$ cat src/rtl/mag_pkg.sv
// Shared types and BCD limits for the microwave-style countdown timer.
package mag_pkg;

   typedef enum logic [1:0] {
      ENTRY = 2'd0,
      RUN   = 2'd1,
      PAUSE = 2'd2
   } state_t;

   localparam logic [3:0] BCD_MAX_DIGIT    = 4'd9;
   localparam logic [3:0] BCD_MAX_SEC_TENS = 4'd5;

endpackage

$ cat src/rtl/mag_bcd_down.sv
// One BCD decade: clear, parallel load (keypad shift), or decrement with a
// configurable wrap value and a combinational borrow-out to the next decade.
module mag_bcd_down (
   input  logic       clk,
   input  logic       i_clr,
   input  logic       i_load,
   input  logic [3:0] i_load_val,
   input  logic       i_en,
   input  logic [3:0] i_wrap,
   output logic [3:0] o_digit,
   output logic       o_borrow
);

   logic [3:0] r_digit;

   always_ff @(posedge clk) begin
      if (i_clr) begin
         r_digit <= 4'd0;
      end else if (i_load) begin
         r_digit <= i_load_val;
      end else if (i_en) begin
         // Digits above the wrap value (e.g. sec_tens 6..9) simply count down.
         r_digit <= (r_digit == 4'd0) ? i_wrap : r_digit - 4'd1;
      end
   end

   assign o_digit  = r_digit;
   assign o_borrow = i_en && (r_digit == 4'd0);

endmodule

$ cat src/rtl/mag_timer.sv
// Keypad-loaded MM:SS countdown timer gated by the magnetron latch, with a
// done level and a one-cycle beep when a run reaches 0:00.
module mag_timer
   import mag_pkg::*;
#(
   parameter int CYCLES_PER_SEC = 50000000
) (
   input  logic       clk,
   input  logic       rst,
   input  logic       key_valid,
   input  logic [3:0] key_digit,
   input  logic       clearn,
   input  logic       mag_on,
   output logic [3:0] min_tens,
   output logic [3:0] min_ones,
   output logic [3:0] sec_tens,
   output logic [3:0] sec_ones,
   output logic       timer_done,
   output logic       beep,
   output state_t     o_state
);

   localparam int PRESC_W = (CYCLES_PER_SEC > 1) ? $clog2(CYCLES_PER_SEC) : 1;
   localparam logic [PRESC_W-1:0] PRESC_LAST = PRESC_W'(CYCLES_PER_SEC - 1);

   state_t             r_state;
   logic [PRESC_W-1:0] r_presc;
   logic               r_done;
   logic               r_beep;

   logic       w_clr;
   logic       w_key_ok;
   logic       w_shift_zero;
   logic       w_next_zero;
   logic       w_time_one;
   logic       w_tick;
   logic [3:0] w_mt, w_mo, w_st, w_so;
   logic       w_b_so, w_b_st, w_b_mo, w_b_mt;

   assign w_clr        = rst || !clearn;
   assign w_key_ok     = key_valid && (key_digit <= BCD_MAX_DIGIT) && (r_state == ENTRY);
   assign w_shift_zero = (w_mo == 4'd0) && (w_st == 4'd0) && (w_so == 4'd0) && (key_digit == 4'd0);
   assign w_next_zero  = w_key_ok ? w_shift_zero : r_done;
   assign w_time_one   = {w_mt, w_mo, w_st, w_so} == 16'h0001;
   // r_done mirrors "all digits zero", so it also blocks decrement from 0:00.
   assign w_tick       = (r_state == RUN) && (r_presc == PRESC_LAST) && !r_done;

   mag_bcd_down u_sec_ones (
      .clk(clk), .i_clr(w_clr), .i_load(w_key_ok), .i_load_val(key_digit),
      .i_en(w_tick), .i_wrap(BCD_MAX_DIGIT), .o_digit(w_so), .o_borrow(w_b_so)
   );
   mag_bcd_down u_sec_tens (
      .clk(clk), .i_clr(w_clr), .i_load(w_key_ok), .i_load_val(w_so),
      .i_en(w_b_so), .i_wrap(BCD_MAX_SEC_TENS), .o_digit(w_st), .o_borrow(w_b_st)
   );
   mag_bcd_down u_min_ones (
      .clk(clk), .i_clr(w_clr), .i_load(w_key_ok), .i_load_val(w_st),
      .i_en(w_b_st), .i_wrap(BCD_MAX_DIGIT), .o_digit(w_mo), .o_borrow(w_b_mo)
   );
   mag_bcd_down u_min_tens (
      .clk(clk), .i_clr(w_clr), .i_load(w_key_ok), .i_load_val(w_mo),
      .i_en(w_b_mo), .i_wrap(BCD_MAX_DIGIT), .o_digit(w_mt), .o_borrow(w_b_mt)
   );

   always_ff @(posedge clk) begin
      if (w_clr) begin
         r_state <= ENTRY;
         r_presc <= '0;
         r_done  <= 1'b1;
         r_beep  <= 1'b0;
      end else begin
         r_beep <= 1'b0;
         case (r_state)
            ENTRY: begin
               r_presc <= '0;
               if (w_key_ok) r_done <= w_shift_zero;
               if (mag_on && !w_next_zero) r_state <= RUN;
            end
            RUN: begin
               if (w_tick) begin
                  // The terminal-count decrement lands even if mag_on just dropped.
                  r_presc <= '0;
                  if (w_time_one) begin
                     r_state <= ENTRY;
                     r_done  <= 1'b1;
                     r_beep  <= 1'b1;
                  end else if (!mag_on) begin
                     r_state <= PAUSE;
                  end
               end else if (!mag_on) begin
                  r_presc <= '0;
                  r_state <= PAUSE;
               end else begin
                  r_presc <= r_presc + PRESC_W'(1);
               end
            end
            PAUSE: begin
               r_presc <= '0;
               if (mag_on) r_state <= RUN;
            end
            default: begin
               r_state <= ENTRY;
               r_presc <= '0;
            end
         endcase
      end
   end

   assign min_tens   = w_mt;
   assign min_ones   = w_mo;
   assign sec_tens   = w_st;
   assign sec_ones   = w_so;
   assign timer_done = r_done;
   assign beep       = r_beep;
   assign o_state    = r_state;

   logic w_unused;
   assign w_unused = w_b_mt;

endmodule

$ cat config.mk
export PLATFORM = sky130hd
export DESIGN_NAME = mag_timer
export DESIGN_NICKNAME = d
export VERILOG_FILES = /design/src/rtl/mag_pkg.sv /design/src/rtl/mag_bcd_down.sv /design/src/rtl/mag_timer.sv
export SDC_FILE = /design/constraint.sdc
export NUM_CORES = 1
export LEC_CHECK = 0
export CORE_ASPECT_RATIO = 0.9
export CORE_MARGIN = 2
export CORE_UTILIZATION = 40
export DETAILED_ROUTE_END_ITERATION = 12
export SYNTH_ARGS = -nofsm -noshare
export SYNTH_HDL_FRONTEND = slang
export SYNTH_HIERARCHICAL = 1
export SYNTH_SLANG_ARGS = --single-unit
$ cat constraint.sdc
create_clock -name clk -period 5.4 [get_ports clk]
set_clock_uncertainty 0.2 [all_clocks]
set_input_delay 1.08 -clock clk [delete_from_list [all_inputs] [get_ports clk]]
set_output_delay 1.08 -clock clk [all_outputs]
set_load 0.01 [all_outputs]
==> key figures, run 1 <==
Setup path
  • CP arrival: 4170 ps
  • Worst r2r dst: u_min_tens/o_digit[1]
  • Total stage count of the critical path: 13
  • Crit-path slowest cell: nor3_1
  • Crit path cell chain: ha_1 -> and4_1 -> nand4_4 -> nor2_1 -> nand2_1 -> nor3_1 -> nand2_1 -> nor3_1 -> nand2_1 -> nor3_1 -> inv_1 -> or3_1 -> a311oi_1
  • Crit-path max cell delay: 410 ps
  • Flop2flop setup slack: 1240 ps
  • CP Class: flop to flop
  • Top cell family by delay on the critical path: simple AND/OR/NAND/NOR gates
  • CP Launch Type: flop
  • WP buf/inv: 1
  • CP max FO: 5
  • FF-to-FF path depth: 13
  • Setup crit start: r_presc[0]
  • Crit path to: u_min_tens/o_digit[1]
  • Worst EP required: 5410 ps
  • Type of element capturing the critical path: flop
  • R2r startpoint: r_presc[0]

Power
  • NetSw: 157.8 uW
  • P per Cell Area: 197.6 mW/mm^2
  • Worst vdd ir: 0.1069 mV
  • Sequential power share: 57.1%
  • Tot Pwr: 617.7 uW
  • Clock network power share: 32.9%
  • Net Sw Frac: 25.55%
  • Pleak: 1.039 nW
  • Pint: 459.9 uW
  • Logic pwr share: 10.0%

Placement
  • Buffers on Ports: 28
  • Pre-CTS setup slack: 1276 ps
  • Area post-placement: 0.003048 sq mm
  • Gp weighted congestion: 0.8534
  • Detail Placement HPWL: 4373 um
  • Placed Cells: 432

Synth
  • Mapped Avg Cell Area: 8.592 sq um
  • Synth Cell Area: 0.002655 sq mm
  • Synthesized instance count: 309
  • Synth warn: 6

Floorplanning
  • Core area: 0.006516 sq mm
  • Num ports: 29
  • Die X: 89.88 um
  • Initial Util: 40.74%
  • Die Ht: 81.29 um
  • Die Area: 0.007306 sq mm
  • Row count: 28

Finish
  • Layout area overhead: 17.77%
  • Fin area: 0.003127 sq mm
  • Final core utilization: 47.98%
  • Post-route insts no fill: 439
  • Proportion of layout cells with a drive suffix above 1: 7.163%
  • Antenna cells: 0
  • Total Nets Final: 363

Route
  • Vias per Instance: 5.367
  • DRT Pass-1 Iters: 4
  • DR DRC count: 0
  • DR WL/cell: 14.00 um
  • Drt total wl: 6144 um
  • Vias: 2356
  • DRT iter0 DRCs: 110
  • Antenna Nets Post-Route: 0

Clock network
  • Hold Buf Count CTS: 0
  • Post_cts resized: 0
  • Clock Pin Slew Worst Setup and Hold Paths: 90 ps
  • CTS H-Tree Depth: 2
  • CTS tree: done
  • CTS max path bufs: 2
  • Clock buffer count from CTS: 5
  • Clk Latency, worst-skew pair: 300 ps
  • Clk sinks: 46
  • Postcts setup bufs: 0
  • Root Buffer: clkbuf_8

Timing
  • Max frequency: 240.6 MHz
  • WHS: 270.7 ps
  • Final Hold Viols: 0
  • Fin Setup TNS: 0 ps
  • Period minus WS final: 4156 ps
  • Fin. max-slew vios: 0
  • Max_slew headroom: 30.32%
  • Unrepaired setup endpoints after global routing: false
  • Crit share post-route: 76.97%
  • Worst Max-Slew Pin Slew: 1044 ps
  • Setup violators final: 0
  • Setup WS post-layout: 1244 ps

Global route
  • Vias in the first global route: 2163
  • Largest net degree at the start of global routing: 34
  • GRT overflow: 0
  • Initial antenna violation count: 0
  • First-pass GRT wire length: 10450 um
  • Total global-route track usage: 17.39%

Outcome
  • Outcome: finished clean

Worst hold path
  • HP Class: flop to flop
  • HP Start: r_presc[0]

Run
  • Number of max-cap violations: 0
[worst min path at each step]
stage,depth (start not counted),endpoint,slack (ps)
after floorplan,1,r_presc[0],230
after detailed placement,1,r_presc[0],250
final,1,r_presc[0],270
after global routing,1,r_presc[0],300
after global placement,1,r_presc[0],240
after CTS,1,r_presc[0],270
[power groups by stage]
stage,Combinational (mW),Clock (mW),Sequential [mW]
after CTS,0.0611,0.211,0.353
after floorplan,0.0366,0,0.360
after global placement,0.0611,0,0.361
final,0.0616,0.203,0.353
after global routing,0.0685,0.224,0.354
after detailed placement,0.0607,0,0.361
[per-layer routing]
metal	routed length [um]	GRT usage, %	up-vias	share of wire, %
li1	-	-	1223	-
met1	3357	25.62	1101	55
met2	2567	26.36	27	42
met3	156	2.968	5	2.5
met4	63	4.615	0	1.0
met5	0	0	-	0
[layout by cell type (no fill, tap or decap), types with 3 or more instances in the layout]
cell type        instances
a2111oi_2                4
a21oi_1                 24
a221oi_1                 4
a311oi_1                 8
and2_1                   5
and3_1                   5
and4_1                   4
clkbuf_8                 5
clkdlybuf4s50_1         28
conb_1                  16
dfxtp_1                 46
ha_1                     5
inv_1                   25
mux2i_1                  4
nand2_1                 20
nand3_1                 15
nand4_1                  5
nand4_4                  3
nor2_1                  23
nor2b_1                  5
nor3_1                   4
nor3b_1                  3
nor3b_2                  4
nor4_1                   5
o21a_1                   4
o21ai_0                 10
o31a_1                   4
o31ai_1                  5
o41a_1                   4
or3_1                   18
or4_1                    6
xnor2_1                  3
xor2_1                   8
[cell type report]
| type | count | area (sq um) |
|---|---|---|
| Clock buffer | 5 | 68.82 |
| Clock inverter | 2 | 10.01 |
| Fill cell | 662 | 3390 |
| Inverter | 25 | 93.84 |
| Multi-Input combinational cell | 243 | 1640 |
| Sequential cell | 46 | 920.9 |
| Tap cell | 90 | 112.6 |
| Timing Repair Buffer | 28 | 280.3 |
[flip-flops by register name, summed over array words and instances (netlist names)]
name / flops
r_presc: 26
u_min_ones/o_digit: 4
u_min_tens/o_digit: 4
u_sec_ones/o_digit: 4
u_sec_tens/o_digit: 4
o_state: 2
beep: 1
timer_done: 1
(Power assumes the default switching activity.)
==> run 2: changes to the inputs <==
==> constraint.sdc (replaced) <==
create_clock -name clk -period 4 [get_ports clk]
set_clock_uncertainty 0.2 [all_clocks]
set_input_delay 0.8 -clock clk [delete_from_list [all_inputs] [get_ports clk]]
set_output_delay 0.8 -clock clk [all_outputs]
set_load 0.01 [all_outputs]
==> run 2 against run 1 <==
Maximum frequency grew 17%. Flip-flop and latch count unchanged. First-iteration DRC count grew 15%. Register-to-register slack worse by 800 ps. Setup slack got worse by 800 ps. Count of clock-buffer cells in the layout rose by 3. Global-route usage shrank 0.24 points. Sequential power grew 35%. Total power up 45%.
==> key figures, run 2 (synthesis gave the netlist of run 1 again) <==
Route
  • Vias: 2402
  • Drt total wl: 6099 um
  • Antenna Nets Post-Route: 0
  • DRT iter0 DRCs: 126
  • DRT Pass-1 Iters: 4
  • DR WL/cell: 13.64 um
  • DR DRC count: 0
  • Vias per Instance: 5.374

Clock network
  • Clk Latency, worst-skew pair: 300 ps
  • CTS tree: done
  • CTS max path bufs: 2
  • Hold Buf Count CTS: 0
  • CTS H-Tree Depth: 2
  • Clock Pin Slew Worst Setup and Hold Paths: 90 ps
  • Clk sinks: 46
  • Postcts setup bufs: 0
  • Root Buffer: clkbuf_8
  • Clock buffer count from CTS: 5

Finish
  • Most common cell after layout, fill and taps aside: dfxtp_1
  • Antenna cells: 0
  • Post-route insts no fill: 447
  • Commonest non-fill, non-tap cells in the layout: dfxtp_1, clkdlybuf4s50_1, inv_1
  • Fin area: 0.003213 sq mm
  • Total Nets Final: 370
  • Proportion of layout cells with a drive suffix above 1: 9.524%
  • Max FFs per register: 26
  • Largest Register: r_presc
  • # fillers: 656
  • Layout area overhead: 21.02%

Setup path
  • Crit-path max cell delay: 380 ps
  • CP arrival: 3570 ps
  • CP Class: flop to flop
  • Crit-path slowest cell: dfxtp_1
  • Type of element capturing the critical path: flop
  • CP max FO: 5
  • Crit path cell chain: ha_1 -> and4_1 -> nand4_4 -> nor2_2 -> nand2_1 -> nor3_1 -> nand2_1 -> nor3_1 -> nand2_1 -> nor3_1 -> inv_1 -> or3_1 -> a311oi_1
  • CP Launch Type: flop
  • WP buf/inv: 1
  • Worst EP required: 4010 ps
  • Top cell family by delay on the critical path: simple AND/OR/NAND/NOR gates

Global route
  • Total global-route track usage: 17.15%
  • Largest net degree at the start of global routing: 26
  • First-pass GRT wire length: 10230 um
  • Vias in the first global route: 2141
  • Initial antenna violation count: 0
  • GRT overflow: 0

Placement
  • Gp weighted congestion: 0.7757
  • Area post-placement: 0.003100 sq mm
  • Detail Placement HPWL: 4485 um
  • Placed Cells: 439
  • Buffers on Ports: 28

Floorplanning
  • Row count: 28
  • Die Ht: 81.29 um
  • Die Area: 0.007306 sq mm
  • Initial Util: 40.74%
  • Num ports: 29
  • Die X: 89.88 um
  • Core area: 0.006516 sq mm

Outcome
  • Outcome: finished clean

Timing
  • Final Hold Viols: 0
  • Fin. max-slew vios: 0
  • Fin Setup TNS: 0 ps
  • Period minus WS final: 3558 ps
  • Max frequency: 281.1 MHz
  • Worst Max-Slew Pin Slew: 984.0 ps
  • Crit share post-route: 88.95%
  • Setup violators final: 0
  • Unrepaired setup endpoints after global routing: false
  • Max_slew headroom: 34.36%

Power
  • Worst vdd ir: 0.1457 mV
  • NetSw: 217.5 uW
  • Sequential power share: 53.0%
  • Net Sw Frac: 24.23%
  • Clock network power share: 37.4%
  • P per Cell Area: 279.4 mW/mm^2
  • Logic pwr share: 9.6%
  • Pint: 680.3 uW
  • Pleak: 1.089 nW

Worst hold path
  • HP Class: flop to flop

Run
  • Number of max-cap violations: 0
[run 2: cell types whose count changed in the layout (fill, tap and decap cells not counted)]
| cell | before | now |
|---|---|---|
| buf_4 | 0 | 7 |
| clkbuf_8 | 5 | 8 |
| clkinv_2 | 2 | 0 |
| nor2_1 | 23 | 22 |
| nor2_2 | 0 | 1 |
[run 2: layout make-up]
| class | instances | area, sq um | share of cell area [%] |
|---|---|---|---|
| Sequential cell | 46 | 920.9 | 28.66 |
| Clock buffer | 8 | 110.1 | 3.427 |
| Inverter | 25 | 93.84 | 2.921 |
| Multi-Input combinational cell | 243 | 1643 | 51.13 |
| Timing Repair Buffer | 35 | 332.8 | 10.36 |
| Tap cell | 90 | 112.6 | 3.505 |
[run 2: repair_timing]
action | CTS | global route
endpoints found under the hold margin | 0 | 0
setup endpoints to repair | 0 | 1
resized for setup | 0 | 1
[run 2: power by group through the flow]
| stage | registers, mW | clock network, mW | logic [mW] |
|---|---|---|---|
| finish | 0.476 | 0.336 | 0.0861 |
| global route | 0.478 | 0.368 | 0.0951 |
| CTS | 0.476 | 0.347 | 0.0858 |
| detailed placement | 0.487 | 0 | 0.0854 |
| global placement | 0.487 | 0 | 0.0849 |
| floorplan | 0.487 | 0 | 0.0494 |
[run 2: layer usage]
metal / global-route usage [%] / wire (um)
met5: 0 / 0
met4: 3.846 / 36
met3: 4.267 / 181
met2: 25.83 / 2600
met1: 24.82 / 3280
[run 2: final timing paths]
path                      endpoint  startpoint  cells after the start  slack [ps]
max          u_min_tens/o_digit[1]  r_presc[0]                     13         440
min                     r_presc[0]  r_presc[0]                      1         270
max reg2reg  u_min_tens/o_digit[1]  r_presc[0]                     13         440
min reg2reg             r_presc[0]  r_presc[0]                      1         270
[run 2: stage by stage]
step | utilization (%) | power, mW | hold slack [ps] | worst slack [ps]
4_1_cts | 49.27 | 0.9087 | 279.7 | 390.5
6_report | 49.31 | 0.8979 | 269.0 | 442.2
3_3_place_gp | 47.58 | 0.5722 | 241.6 | 541.3
3_5_place_dp | 47.58 | 0.5725 | 258.7 | 406.3
2_1_floorplan | - | 0.5359 | 226.0 | 370.7
5_1_grt | 49.31 | 0.9414 | 305.5 | 57.15
==> run 3: changes to the inputs <==
--- a/config.mk
+++ b/config.mk
@@ -5,9 +5,10 @@
 export SDC_FILE = /design/constraint.sdc
 export NUM_CORES = 1
 export LEC_CHECK = 0
+export CAP_MARGIN = 25
 export CORE_ASPECT_RATIO = 0.9
 export CORE_MARGIN = 2
-export CORE_UTILIZATION = 40
+export CORE_UTILIZATION = 30
 export DETAILED_ROUTE_END_ITERATION = 12
 export SYNTH_ARGS = -nofsm -noshare
 export SYNTH_HDL_FRONTEND = slang
==> run 3 against run 2 <==
Sequential power about the same. Utilization down 11 points. Sequential share of layout area down 0.47 points. Critical path type unchanged. Largest cell class unchanged. Highest routed layer unchanged.
==> key figures, run 3 (synthesis gave the netlist of run 1 again) <==
Outcome
  • Outcome: finished clean

Setup path
  • Total stage count of the critical path: 13
  • FF-to-FF path depth: 13
  • CP Launch Type: flop
  • CP arrival: 3600 ps
  • Crit-path max cell delay: 380 ps
  • CP max FO: 5
  • Top cell family by delay on the critical path: simple AND/OR/NAND/NOR gates
  • WP buf/inv: 1
  • Worst EP required: 4010 ps
  • Type of element capturing the critical path: flop
  • CP Class: flop to flop
  • Crit path cell chain: ha_1 -> and4_1 -> nand4_4 -> nor2_1 -> nand2_1 -> nor3_1 -> nand2_1 -> nor3_1 -> nand2_1 -> nor3_1 -> inv_1 -> or3_1 -> a311oi_1
  • Crit-path slowest cell: dfxtp_1

Finish
  • Proportion of layout cells with a drive suffix above 1: 8.989%
  • Most common cell after layout, fill and taps aside: dfxtp_1
  • Total Nets Final: 369
  • Max FFs per register: 26
  • Commonest non-fill, non-tap cells in the layout: dfxtp_1, clkdlybuf4s50_1, inv_1
  • Layout area overhead: 23.04%
  • Largest Register: r_presc
  • Antenna cells: 0

Placement
  • Buffers on Ports: 28
  • Detail Placement HPWL: 4401 um
  • Gp weighted congestion: 0.8087

Route
  • Antenna Nets Post-Route: 0
  • Vias per Instance: 5.181
  • DRT iter0 DRCs: 95
  • Drt total wl: 6166 um
  • DR DRC count: 0
  • Vias: 2461
  • DRT Pass-1 Iters: 4
  • DR WL/cell: 12.98 um

Timing
  • Period minus WS final: 3597 ps
  • Worst Max-Slew Pin Slew: 1049 ps
  • Final Hold Viols: 0
  • Fin. max-slew vios: 0
  • Crit share post-route: 89.92%
  • Max_slew headroom: 30.02%
  • Max frequency: 278.0 MHz
  • Setup violators final: 0
  • Fin Setup TNS: 0 ps
  • Unrepaired setup endpoints after global routing: false

Global route
  • Grt met1 use: 18.51%
  • Initial antenna violation count: 0
  • Vias in the first global route: 2231
  • Largest net degree at the start of global routing: 26
  • First-pass GRT wire length: 10290 um
  • Most crowded layer after global routing: met2
  • Total global-route track usage: 13.17%
  • Met2 Usage GRT: 20.35%
  • GRT overflow: 0
  • GRT met3 Usage: 2.915%

Worst hold path
  • Hold path cells: 1
  • HP Class: flop to flop

Power
  • Pleak: 1.095 nW
  • Tot Pwr: 981.5 uW
  • P per Cell Area: 300.4 mW/mm^2
  • Worst vdd ir: 0.1852 mV

Floorplanning
  • Die Area: 0.009620 sq mm
  • Row count: 32
  • Core area: 0.008568 sq mm
  • Num ports: 29
  • Die Ht: 93.25 um
  • Die X: 103.2 um
  • Initial Util: 30.99%

Clock network
  • CTS tree: done
  • Postcts setup bufs: 0
  • Post_cts resized: 0
  • Clk Latency, worst-skew pair: 300 ps
  • Clk sinks: 46
  • CTS max path bufs: 2
  • Clock buffer count from CTS: 5
  • Root Buffer: clkbuf_8
  • Clock Pin Slew Worst Setup and Hold Paths: 90 ps
  • CTS H-Tree Depth: 2
  • Hold Buf Count CTS: 0

Run
  • Number of max-cap violations: 0
==> run 3: cell types whose count changed in the layout (fill, tap and decap cells not counted), sizes merged <==
cell	delta
clkinv	+1
bufinv	+2
buf	-1
clkbuf	-3
==> run 3: cell type report <==
type	count	area, sq um
inverter	25	93.84
tap	119	148.9
clock inverter	3	68.82
clock buffer	5	68.82
timing repair buffer	34	325.3
sequential	46	920.9
fill	911	5301
multi-input combinational	243	1640
==> run 3: worst register-to-register path: stages, from the launching register on <==
cell,delay (ps)
dfxtp_1,380
ha_1,230
and4_1,360
nand4_4,180
nor2_1,320
nand2_1,150
nor3_1,220
nand2_1,120
nor3_1,200
nand2_1,130
nor3_1,290
inv_1,150
or3_1,370
a311oi_1,200
==> run 3: power by group <==
| part | total (mW) | switching (mW) | internal (mW) |
|---|---|---|---|
| Combinational | 0.0839 | 0.0425 | 0.0414 |
| Sequential | 0.477 | 0.0133 | 0.464 |
| Clock | 0.421 | 0.170 | 0.251 |
| Total | 0.981 | 0.226 | 0.756 |
==> run 3: through the flow <==
step                      util, %  hold WS (ps)  instance area, sq um  instances  setup WS (ps)
after floorplan                 -         226.0                  2708        323          370.7
after global placement      36.52         238.6                  3129        467          550.8
after detailed placement    36.52         249.3                  3129        467          416.5
after CTS                   38.13         272.5                  3267        475          394.4
after global routing        38.13         303.1                  3267        475          78.15
final                       38.13         269.1                  3267        475          403.3
==> run 3: routing by layer <==
| layer | vias to the layer above | routed length, um |
|---|---|---|
| li1 | 1228 | - |
| met1 | 1186 | 3128 |
| met2 | 39 | 2752 |
| met3 | 8 | 226 |
| met4 | 0 | 58 |
| met5 | - | 0 |
==> run 3: path summary, 6_finish.rpt <==
check | slack (ps) | startpoint | end
hold / removal | 270 | r_presc[0] | r_presc[0]
setup reg to reg | 400 | r_presc[0] | u_min_tens/o_digit[1]
setup / recovery | 400 | r_presc[0] | u_min_tens/o_digit[1]
hold reg to reg | 270 | r_presc[0] | r_presc[0]
